File: config.mk
export PLATFORM = sky130hd
export DESIGN_NAME = dot_seq_ctrl
export DESIGN_NICKNAME = d
export VERILOG_FILES = /design/src/rtl/dot_seq_ctrl.sv
export SDC_FILE = /design/constraint.sdc
export NUM_CORES = 1
export LEC_CHECK = 0
export CORE_UTILIZATION = 34
export CTS_CLUSTER_SIZE = 24
export DETAILED_ROUTE_END_ITERATION = 6
export PLACE_DENSITY_LB_ADDON = 0.1
export SLEW_MARGIN = 15
export SYNTH_ARGS = -nofsm -noshare
export SYNTH_HDL_FRONTEND = slang
export SYNTH_SLANG_ARGS = --single-unit
File: constraint.sdc
create_clock -name clk -period 3.79 [get_ports clk]
set_clock_uncertainty 0.15 [all_clocks]
set_input_delay 0.758 -clock clk [delete_from_list [all_inputs] [get_ports clk]]
set_output_delay 0.758 -clock clk [all_outputs]
set_load 0.01 [all_outputs]
File: src/rtl/dot_seq_ctrl.sv
// dot_seq_ctrl: byte-stream sequencer for the 4-lane 8-bit dot-product datapath.
// Collects data/weight bytes, launches the MAC, captures the result, and returns it as two 9-bit halves.
// Ports:
//   clk, rst_n          clock and synchronous active-low reset
//   in_byte/in_valid/in_is_weight/in_ready    operand byte stream (ready/valid)
//   mac_data, mac_weights, mac_result         datapath operands and result
//   out_half/out_hi/out_valid/out_ready       result halves (ready/valid)
//   weights_valid, busy                       status flags
module dot_seq_ctrl #(
   parameter int unsigned MAC_LATENCY = 1
) (
   input  logic        clk,
   input  logic        rst_n,
   input  logic [7:0]  in_byte,
   input  logic        in_valid,
   input  logic        in_is_weight,
   output logic        in_ready,
   output logic [31:0] mac_data,
   output logic [31:0] mac_weights,
   input  logic [17:0] mac_result,
   output logic [8:0]  out_half,
   output logic        out_hi,
   output logic        out_valid,
   input  logic        out_ready,
   output logic        weights_valid,
   output logic        busy
);

   typedef enum logic [1:0] {
      LOAD,
      WAIT,
      OUT_LO,
      OUT_HI
   } state_t;

   state_t      state, state_nx;
   logic [31:0] data_nx, wts_nx;
   logic [2:0]  dcnt, dcnt_nx;
   logic [2:0]  wcnt, wcnt_nx;
   logic [3:0]  wait_cnt, wait_nx;
   logic [17:0] res, res_nx;

   always_ff @(posedge clk) begin
      if (!rst_n) begin
         state       <= LOAD;
         mac_data    <= '0;
         mac_weights <= '0;
         dcnt        <= '0;
         wcnt        <= '0;
         wait_cnt    <= '0;
         res         <= '0;
      end else begin
         state       <= state_nx;
         mac_data    <= data_nx;
         mac_weights <= wts_nx;
         dcnt        <= dcnt_nx;
         wcnt        <= wcnt_nx;
         wait_cnt    <= wait_nx;
         res         <= res_nx;
      end
   end

   always_comb begin
      state_nx = state;
      data_nx  = mac_data;
      wts_nx   = mac_weights;
      dcnt_nx  = dcnt;
      wcnt_nx  = wcnt;
      wait_nx  = wait_cnt;
      res_nx   = res;
      unique case (state)
         LOAD: begin
            if (in_valid) begin
               if (in_is_weight) begin
                  wts_nx = {mac_weights[23:0], in_byte};
                  // a weight byte on a full vector restarts collection
                  wcnt_nx = (wcnt == 3'd4) ? 3'd1 : wcnt + 3'd1;
               end else begin
                  // data keeps shifting once full: sliding window
                  data_nx = {mac_data[23:0], in_byte};
                  dcnt_nx = (dcnt == 3'd4) ? 3'd4 : dcnt + 3'd1;
               end
            end
            if (dcnt_nx == 3'd4 && wcnt_nx == 3'd4) begin
               state_nx = WAIT;
               wait_nx  = 4'(MAC_LATENCY);
            end
         end
         WAIT: begin
            if (wait_cnt <= 4'd1) begin
               res_nx   = mac_result;
               wait_nx  = 4'd0;
               state_nx = OUT_LO;
            end else begin
               wait_nx = wait_cnt - 4'd1;
            end
         end
         OUT_LO: begin
            if (out_ready) state_nx = OUT_HI;
         end
         OUT_HI: begin
            if (out_ready) begin
               state_nx = LOAD;
               dcnt_nx  = 3'd0;
            end
         end
         default: state_nx = LOAD;
      endcase
   end

   assign in_ready      = (state == LOAD);
   assign busy          = !in_ready;
   assign out_valid     = (state == OUT_LO) || (state == OUT_HI);
   assign out_hi        = (state == OUT_HI);
   assign weights_valid = (wcnt == 3'd4);

   always_comb begin
      out_half = 9'd0;
      if (state == OUT_LO) out_half = res[8:0];
      if (state == OUT_HI) out_half = res[17:9];
   end

endmodule

==> out/qor.csv <==
stage,metric,value,unit
logic_synthesis,yosysUniqueCellTypes,46,
critical_path,critPathCaptureType,output port,
critical_path,start_kind,flip-flop,
job,drv_cap,0,
cts,ctsLongestPathBuffers,2,
sta,fin_crit,3.09,ns
drt,avgRoutedWirePerCell,13.9,µm
power_and_ir_drop,seqPwrFrac,50.6,%
placement,placed_area,5280,µm²
power_and_ir_drop,ir_drop,217,µV
finish,mostFrequentLayoutCell,nand2_1,
finish,stdcell_area,5560,µm²
finish,drive_above_1_share,4.77,%
grt,grt_usage,17.3,%
grt,grt_pass1_vias,3475,
placement,hpwl,7090,µm
grt,overflow,0,
cts,cts_resized,0,
finish,area_delta_synth_final,35.9,%
drt,drc,2,
critical_path,cp_cell_sequence,ha_1 > nand2_1 > o21ai_0 > clkdlybuf4s50_1,
drt,drtIter0Drc,181,
logic_synthesis,ys_seq_area_share,46.0,%
logic_synthesis,synth_flop_cell,dfxtp_1,
critical_path,worstPathArrival,2.18,ns
logic_synthesis,netlist.area_leader.share,46.0,%
floorplanning,row_count,39,
logic_synthesis,yosysTopAreaCell,dfxtp_1,
power_and_ir_drop,power_frac_clock,41.8,%
grt,grt_max_degree,49,
logic_synthesis,ys_ff_latch,94,
floorplanning,die_h,112,µm
floorplanning,die_w,112,µm
sta,setup_viol,0,
cts,cts.clk_slew.worst_paths,0.07,ns
logic_synthesis,synth_area_leaders,"dfxtp_1 (46%), nand2_1 (18%), a21boi_0 (15%)",
logic_synthesis,synthArstFlopShare,0,%
critical_path,worst-path-max-fanout,24,
drt,vias,3632,
power_and_ir_drop,p_int,1.54,mW
finish,final_nets,644,
floorplanning,io_pins,109,
cts,cts-root-buf,clkbuf_16,
sta,rsz0062_at_grt,no,
run_status,status,"complete, but fails checks",
placement,port_buffers,108,
sta,maxSlewHeadroom,44.8,%
logic_synthesis,yosys_warnings,0,
sta,tns,0,ns
power_and_ir_drop,p_leak,1.86,nW
grt,antenna_found_initial,0,
power_and_ir_drop,power_switching,0.462,mW
sta,fin_crit_sh,81.6,%
drt,ant_nets,0,
sta,fmax,0.323,GHz
logic_synthesis,syn-cell-area,4090,µm²
logic_synthesis,syn_inst,510,
cts,cts_hold_buf,0,
power_and_ir_drop,swShare,23.1,%
cts,h-tree-depth,3,
floorplanning,fp.dieArea,12500,µm²
drt,vias_per_cell,4.84,
finish,antennaDiodeCount,0,
critical_path,worstPathRequired,2.88,ns
hold_path,hp-class,reg2reg,
logic_synthesis,synthesis.nets,551,
placement,gp_congestion,0.833,
critical_path,critical_path.slowest_cell,ha_1,
sta,tightest_slew,0.829,ns
finish,fillCellCount,1156,
finish,final_util,48.1,%
grt,grt_pass1_wl,17100,µm
cts,clk_latency,0.34,ns
sta,hold_viol,0,
power_and_ir_drop,power_frac_comb,7.6,%
cts,cts_sinks,94,
floorplanning,start_util,35.4,%
critical_path,worstSetupPathType,reg2out,
critical_path,slowest_delay,0.66,ns
logic_synthesis,synth-edff-count,0,
sta,drv_slew,0,
drt,drt-total-wl,10400,µm
logic_synthesis,syn_area_per_cell,8.02,µm²
power_and_ir_drop,power_density,360,nW/µm²
sta,whs,0.309,ns
cts,cts_tree,built,
run_status,violations,design-rule violations,
finish,layout_common_cells,"nand2_1 (196), clkdlybuf4s50_1 (107), dfxtp_1 (94)",
power_and_ir_drop,finalPower,2.00,mW
drt,first_pass_iters,6,
cts,numCtsBuffers,9,
floorplanning,core,11600,µm²
cts,post_cts_buffers,0,
power groups by stage:
| stage | clock (mW) | combinational, mW | sequential, mW |
|---|---|---|---|
| 2_1_floorplan | 0 | 0.0686 | 1.04 |
| 3_3_place_gp | 0 | 0.152 | 1.04 |
| 6_report | 0.838 | 0.152 | 1.01 |
| 5_1_grt | 0.911 | 0.167 | 1.02 |
| 4_1_cts | 0.871 | 0.154 | 1.01 |
| 3_5_place_dp | 0 | 0.153 | 1.04 |
metrics by stage:
stage,cells,worst slack (ns)
6_report,751,0.698
5_1_grt,751,0.515
4_1_cts,751,0.678
3_5_place_dp,735,1.04
3_3_place_gp,735,1.08
2_1_floorplan,510,1.72
kinds of logic after synthesis:
family | Yosys count | share of synthesized area, %
simple gates | 234 | 23.8
compound gates | 127 | 22.7
flops | 94 | 46.0
buf+inv | 43 | 4.04
fa+ha+maj | 10 | 3.06
mux | 2 | 0.489
cells in the mapped netlist (all sizes together) (2+ instances only):
cell type / count
mux2i: 2
nand2b: 3
o31a: 2
ha: 10
inv: 11
clkbuf: 30
buf: 2
nand2: 196
a21oi: 6
nand3b: 3
nor2b: 2
a21boi: 85
dfxtp: 94
nor3: 2
nor2: 9
a31oi: 3
o21ai: 17
and2: 4
or2: 2
nand3: 5
path summary, 6_finish.rpt:
path | from | to | slack [ns] | cells past startpoint
setup / recovery | state[1] | out_half[4] | 0.70 | 4
hold / removal | mac_weights[29] | mac_weights[29] | 0.31 | 2
setup reg to reg | wait_cnt[0] | wait_cnt[0] | 1.33 | 6
hold reg to reg | mac_weights[29] | mac_weights[29] | 0.31 | 2
state kept, by name, indices dropped and copies added, names as in the netlist:
name / count
dcnt: 3
mac_data: 32
mac_weights: 32
res: 18
state: 2
wait_cnt: 4
wcnt: 3
area by class of cell:
type | count | area, µm² | share of cell area (%)
Inverter | 11 | 41.3 | 0.743
Timing Repair Buffer | 114 | 1130 | 20.4
Clock buffer | 11 | 243 | 4.37
Clock inverter | 5 | 33.8 | 0.608
Tap cell | 143 | 179 | 3.22
Multi-Input combinational cell | 373 | 2050 | 36.8
Sequential cell | 94 | 1880 | 33.8
routing by layer:
| layer | up-vias | part of all wire (%) | global-route usage, % |
|---|---|---|---|
| met3 | 11 | 7.1 | 5.82 |
| met2 | 75 | 46 | 27.0 |
| met5 | - | 0 | 0 |
| met1 | 1669 | 46 | 21.8 |
| li1 | 1877 | - | - |
| met4 | 0 | 1.4 | 6.94 |
critical path, delay by kind of cell, from the launching register on:
| kind | cells | cell delay (ns) |
|---|---|---|
| adders and majority gates | 1 | 0.66 |
| buffers and inverters | 1 | 0.56 |
| DFF | 1 | 0.38 |
| and+or+nand+nor | 1 | 0.14 |
| AOI/OAI and AO/OA | 1 | 0.10 |
No activity file was read; power rests on OpenSTA's default activity.
